**config.mk**
```make
export PLATFORM = sky130hd
export DESIGN_NAME = bcd_event_counter
export DESIGN_NICKNAME = d
export VERILOG_FILES = /design/src/rtl/bcd_counter_pkg.sv /design/src/rtl/bcd_digit.sv /design/src/rtl/bcd_event_counter.sv
export SDC_FILE = /design/constraint.sdc
export NUM_CORES = 1
export LEC_CHECK = 0
export ABC_AREA = 1
export BUFFER_PORTS_ARGS = -buffer_cell sky130_fd_sc_hd__buf_2
export CORE_MARGIN = 5
export CORE_UTILIZATION = 30
export DETAILED_ROUTE_END_ITERATION = 7
export MAX_ROUTING_LAYER = met4
export SYNTH_ARGS = -nofsm -noshare
export SYNTH_HDL_FRONTEND = slang
export SYNTH_SLANG_ARGS = --single-unit
```
**constraint.sdc**
```tcl
create_clock -name clock -period 4.5 [get_ports clock]
set_clock_uncertainty 0.2 [all_clocks]
set_input_delay 0.675 -clock clock [delete_from_list [all_inputs] [get_ports clock]]
set_output_delay 0.675 -clock clock [all_outputs]
set_load 0.01 [all_outputs]
```
**src/rtl/bcd_counter_pkg.sv**
```systemverilog
// Shared types and constants for the BCD event counter.
package bcd_counter_pkg;

  localparam int BCD_W = 4;
  localparam logic [BCD_W-1:0] BCD_MAX = 4'd9;

  typedef enum logic [1:0] {
    MANUAL    = 2'b00,
    AUTO_HOLD = 2'b01,
    AUTO_RUN  = 2'b10
  } state_e;

endpackage

```
**src/rtl/bcd_digit.sv**
```systemverilog
// One registered BCD digit (0..9) with carry-in increment and synchronous clear.
module bcd_digit
  import bcd_counter_pkg::*;
(
  input  logic             clock,
  input  logic             reset,
  input  logic             clear,
  input  logic             inc,
  output logic [BCD_W-1:0] value,
  output logic             carry_out
);

  logic [BCD_W-1:0] value_next;

  always_comb begin
    value_next = value;
    if (clear) begin
      value_next = '0;
    end else if (inc) begin
      value_next = (value == BCD_MAX) ? '0 : value + BCD_W'(1);
    end
  end

  // Combinational so a carry ripples through all digits in one cycle.
  assign carry_out = inc & (value == BCD_MAX);

  always_ff @(posedge clock or negedge reset) begin
    if (!reset) begin
      value <= '0;
    end else begin
      value <= value_next;
    end
  end

endmodule

```
**src/rtl/bcd_event_counter.sv**
```systemverilog
// Multi-digit BCD event counter: manual trigger counting or auto ticking with
// trigger as start/stop. Define BCD_SATURATE_EN to saturate at all-9s instead of wrapping.
module bcd_event_counter
  import bcd_counter_pkg::*;
#(
  parameter int DIGITS   = 4,
  parameter int TICK_DIV = 50_000_000
) (
  input  logic                  clock,
  input  logic                  reset,
  input  logic                  mode,
  input  logic                  trigger,
  input  logic                  clear,
  output logic [4*DIGITS-1:0]   count,
  output logic                  wrap,
  output logic                  running,
  output state_e                state_dbg
);

  localparam int DIV_W = (TICK_DIV > 1) ? $clog2(TICK_DIV) : 1;
  localparam logic [DIV_W-1:0] DIV_LAST = DIV_W'(TICK_DIV - 1);

  state_e           state, state_next;
  logic             trigger_q;
  logic             rise;
  logic             tick;
  logic             mode_steady;
  logic             inc_req;
  logic             inc;
  logic             wrap_next;
  logic [DIV_W-1:0] div, div_next;
  logic [DIGITS:0]  carry;

  // Trigger handshake: a single-cycle event is a low-to-high level change.
  assign rise = trigger & ~trigger_q;
  // High when this cycle involves no mode transition, so events are not consumed.
  assign mode_steady = (state == MANUAL) ? ~mode : mode;
  assign tick = (state == AUTO_RUN) && (div == DIV_LAST);
  assign state_dbg = state;

  always_comb begin
    state_next = state;
    if (!clear) begin
      if (!mode) begin
        state_next = MANUAL;
      end else begin
        case (state)
          MANUAL:    state_next = AUTO_HOLD;
          AUTO_HOLD: if (rise) state_next = AUTO_RUN;
          AUTO_RUN:  if (rise) state_next = AUTO_HOLD;
          default:   state_next = MANUAL;
        endcase
      end
    end
  end

  always_comb begin
    div_next = div;
    if (clear || state == MANUAL) begin
      div_next = '0;
    end else if (state == AUTO_RUN && mode) begin
      div_next = tick ? '0 : div + DIV_W'(1);
    end
  end

  assign inc_req = !clear && mode_steady && ((state == MANUAL && rise) || tick);

`ifdef BCD_SATURATE_EN
  logic all_nines;
  logic almost_nines;

  always_comb begin
    all_nines    = 1'b1;
    almost_nines = (count[BCD_W-1:0] == BCD_MAX - BCD_W'(1));
    for (int i = 0; i < DIGITS; i++) begin
      if (count[i*BCD_W +: BCD_W] != BCD_MAX) all_nines = 1'b0;
      if (i > 0 && count[i*BCD_W +: BCD_W] != BCD_MAX) almost_nines = 1'b0;
    end
  end

  assign inc       = inc_req && !all_nines;
  assign wrap_next = !clear && (all_nines || (inc && almost_nines));
`else
  assign inc       = inc_req;
  assign wrap_next = carry[DIGITS];
`endif

  assign carry[0] = inc;

  for (genvar g = 0; g < DIGITS; g++) begin : g_digit
    bcd_digit u_digit (
      .clock     (clock),
      .reset     (reset),
      .clear     (clear),
      .inc       (carry[g]),
      .value     (count[g*BCD_W +: BCD_W]),
      .carry_out (carry[g+1])
    );
  end

  always_ff @(posedge clock or negedge reset) begin
    if (!reset) begin
      state     <= MANUAL;
      trigger_q <= 1'b1;
      div       <= '0;
      wrap      <= 1'b0;
      running   <= 1'b0;
    end else begin
      state     <= state_next;
      trigger_q <= trigger;
      div       <= div_next;
      wrap      <= wrap_next;
      running   <= (state_next == AUTO_RUN);
    end
  end

endmodule
```
==> summary.md <==
| Metric | Value |
|---|---|
| Static leakage | `1.46 nW` |
| Total congestion overflow | `0` |
| Drc violations | `0` |
| Peak supply drop | `0.148 mV` |
| Iteration count of the initial detailed-routing pass | `4` |
| Post-synthesis register bit count | `47` |
| Number of hold buffers added after cts | `0` |
| Clock tree from TritonCTS | `built` |
| Hold Crit Endpoint | `trigger_q` |
| # IOs | `25` |
| Count leader, synth | `sky130_fd_sc_hd__nand2_1` |
| Initial standard-cell utilization of the core | `30.2%` |
| All-Layer GR Usage | `11.7%` |
| Global placer's final weighted congestion | `0.888` |
| Average wire per standard cell | `12.2 um` |
| Portion of the clock cycle consumed by the worst path in the final layout | `48.3%` |
| Maximum net fanout on the critical path | `21` |
| Site row count | `35` |
| Number of instances in the synthesized netlist | `360` |
| Root Buffer Master | `sky130_fd_sc_hd__clkbuf_8` |
| Run status | `finished, final reports clean` |
| Crit path largest cell delay | `0.45 ns` |
| Crit path capture type | `flip-flop` |
| Top cell types by occurrence after synthesis | `sky130_fd_sc_hd__nand2_1 (86), sky130_fd_sc_hd__dfrtp_1 (46), sky130_fd_sc_hd__nor2_1 (45)` |
| Count of input and output buffers | `24` |
| Filler-free cell count of the finished design | `499` |
| Data arrival time of the critical path | `2.17 ns` |
| Syn avg cell area | `7.65 sq um` |
| Setup total negative slack | `0 ns` |
| Top cells by area, synth | `sky130_fd_sc_hd__dfrtp_1 (42%), sky130_fd_sc_hd__nand2_1 (12%), sky130_fd_sc_hd__nor2_1 (6.1%)` |
| Required time reported for the critical path endpoint | `4.49 ns` |
| Share of the yosys chip area belonging to registers | `42.8%` |
| Overall power after layout | `0.942 mW` |
| Worst-margin pin slew | `1.09 ns` |
| Post-CTS sizing | `0` |
| Setup repair after global routing missed its margin | `no` |
| Placed instance area | `2980 sq um` |
| Total inserted antenna cells | `0` |
| Critical path class | `reg2reg` |
| Count of endpoints failing hold in the final timing report | `0` |
| Worst Hold Path Cells | `1` |
| Antenna-violating nets left | `0` |
| Min-Delay Startpoint | `trigger` |
| Post-route cell area | `3100 sq um` |
| Maximum number of buffers from clock root to sink | `2` |
| First-pass GRT wire length | `10.6 mm` |
| H-tree level count | `2` |
| Relative slew margins | `27.3%` |
| Max Freq | `0.460 GHz` |
| Proportion of synthesized flip-flops having asynchronous set or reset | `100%` |
| Vertical extent of the die | `106 um` |
| Beginning of the worst register-to-register path | `state_dbg[1]` |
| Share of layout cells above drive strength 1 | `15.2%` |
| Yosys cell types | `33` |
| Number of nets in the layout | `399` |
| # clock sinks | `47` |
| Wire length reported by the detailed router | `6.11 mm` |
| Net count after synthesis | `372` |
| Logic depth of the worst register-to-register path | `10` |
| Fraction of synthesized cell area taken by the top area cell type | `41.8%` |
| Endpoints failing setup | `0` |
| Hold Path Class | `in2reg` |
| Overall die width | `106 um` |
| Final core occ | `34.1%` |
| Initial antenna violation count | `0` |
| Number of pins with negative max-slew slack in the final report | `0` |
| Post-synthesis to final-layout area growth | `12.7%` |
| Critical-path cell list | `nor2_2, nor2_1, nand2_2, nand2_1, nor2_1, nand2_1, nor2_1, nand2_1, nand2_1, nor2_1` |
| First-iteration detailed-routing DRC count | `74` |
| Number of buffers inserted during clock tree synthesis | `5` |
| Placed cell count | `491` |
| Standard cell core area | `9110 sq um` |
| Warnings, synthesis | `0` |
| Number of global-route vias before repair | `2,279` |
| Final HPWL DP | `4.54 mm` |
| Combined area of the multi-input logic cells | `1380 sq um` |
| Post-synth EDFFs | `0` |
| Routed via count | `2,388` |
| Per-cell via count in the routed design | `4.79` |
| Maximum number of pins on one net before global-route repair | `48` |
| Most instantiated flip-flop cell in the synthesis netlist | `sky130_fd_sc_hd__dfrtp_1` |
| Synth Cell Area | `2750 sq um` |
| Number of fill cells in the layout | `962` |
| Final critical path time including I/O delays and setup | `2.17 ns` |
| Clock network latency to the later pin of the worst-skew pair | `0.30 ns` |
| Worst flop-to-flop path endpoint | `div[15]` |
| Maximum capacitance violations | `0` |
| Critical-path cell with the highest stage delay | `sky130_fd_sc_hd__dfrtp_1` |
| Die Area | `11,200 sq um` |
| Area taken by flip-flops and latches | `1180 sq um` |
| Power per cell area | `304 nW/um^2` |
| Clock transition at path regs | `0.09 ns` |
| Worst setup SP type | `flip-flop` |
| Cell type with the highest aggregate area in the netlist | `sky130_fd_sc_hd__dfrtp_1` |
| Minimum setup slack among reg-to-reg paths | `2.33 ns` |
| Post-CTS setup buffer count | `0` |
state kept, by name (all words and copies together), names as in the netlist:
name	flops
running	1
state_dbg	2
wrap	1
g_digit.u_digit.value	16
trigger_q	1
div	26
kinds of logic (layout without fill, tap and decap cells):
kind of cell,after synthesis,in the layout,share of synthesized area [%]
AOI/OAI and AO/OA,42,42,8.50
xor gates and xnor gates,13,13,4.14
adders and majority gates,7,7,3.18
buffers and inverters,50,78,7.27
DFF,47,47,42.8
and+or+nand+nor,201,201,34.1
how the worst max path moves through the flow:
stage | start | endpoint | slack, ns | cells after the start
floorplan | clear | g_digit[3].u_digit.value[0] | 2.66 | 8
global placement | clear | g_digit[3].u_digit.value[3] | 2.21 | 9
detailed placement | clear | div[15] | 2.16 | 10
CTS | state_dbg[0] | div[15] | 2.34 | 12
global route | state_dbg[0] | div[15] | 2.03 | 12
finish | state_dbg[1] | div[15] | 2.33 | 10
cells in the final DEF (no fill, tap or decap), types with 3 or more instances in the layout:
master | synthesis | routed
sky130_fd_sc_hd__nand2_1 | 86 | 86
sky130_fd_sc_hd__dfrtp_1 | 46 | 46
sky130_fd_sc_hd__nor2_1 | 45 | 45
sky130_fd_sc_hd__inv_1 | 41 | 41
sky130_fd_sc_hd__nand3_1 | 29 | 29
sky130_fd_sc_hd__buf_2 | 1 | 24
sky130_fd_sc_hd__a21oi_1 | 16 | 16
sky130_fd_sc_hd__nor3_1 | 13 | 13
sky130_fd_sc_hd__o21ai_0 | 12 | 12
sky130_fd_sc_hd__xor2_1 | 12 | 12
sky130_fd_sc_hd__ha_1 | 7 | 7
sky130_fd_sc_hd__o22ai_1 | 6 | 6
sky130_fd_sc_hd__nand2_2 | 6 | 6
sky130_fd_sc_hd__clkbuf_8 | 0 | 6
sky130_fd_sc_hd__inv_2 | 5 | 5
sky130_fd_sc_hd__nand4_1 | 5 | 5
sky130_fd_sc_hd__nor2_2 | 4 | 4
sky130_fd_sc_hd__nand2_4 | 3 | 3
sky130_fd_sc_hd__o21ai_1 | 3 | 3
power breakdown:
group,switching [mW],internal (mW)
Combinational,0.0883,0.0500
Sequential,0.0299,0.443
Clock,0.150,0.180
Total,0.269,0.673
area by class of cell:
class | instances | share of cell area (%)
multi-input cells | 263 | 44.3
flip-flops and latches | 47 | 38.0
inverters | 46 | 5.57
well taps | 111 | 4.48
repair buffers | 24 | 3.87
clock buffers | 6 | 2.66
clock inverters | 2 | 1.13
metal layers:
| layer | up-vias | global-route usage (%) | wire length (um) |
|---|---|---|---|
| met3 | 4 | 2.76 | 252 |
| met5 | - | - | 0 |
| li1 | 1211 | - | - |
| met4 | 0 | 2.13 | 25 |
| met2 | 42 | 18.4 | 2820 |
| met1 | 1131 | 15.8 | 3010 |
worst max-delay path: cells and delay by family (launching register included):
kind	cells	cell delay, ns
flip-flops	1	0.45
AND/OR/NAND/NOR	10	1.40
metrics by stage:
step           hold WS [ns]  setup WS, ns
6_report              0.273          2.33
5_1_grt               0.250          2.03
4_1_cts               0.264          2.34
3_5_place_dp          0.321          2.16
3_3_place_gp          0.313          2.21
2_1_floorplan         0.179          2.66
(Power assumes the default switching activity.)
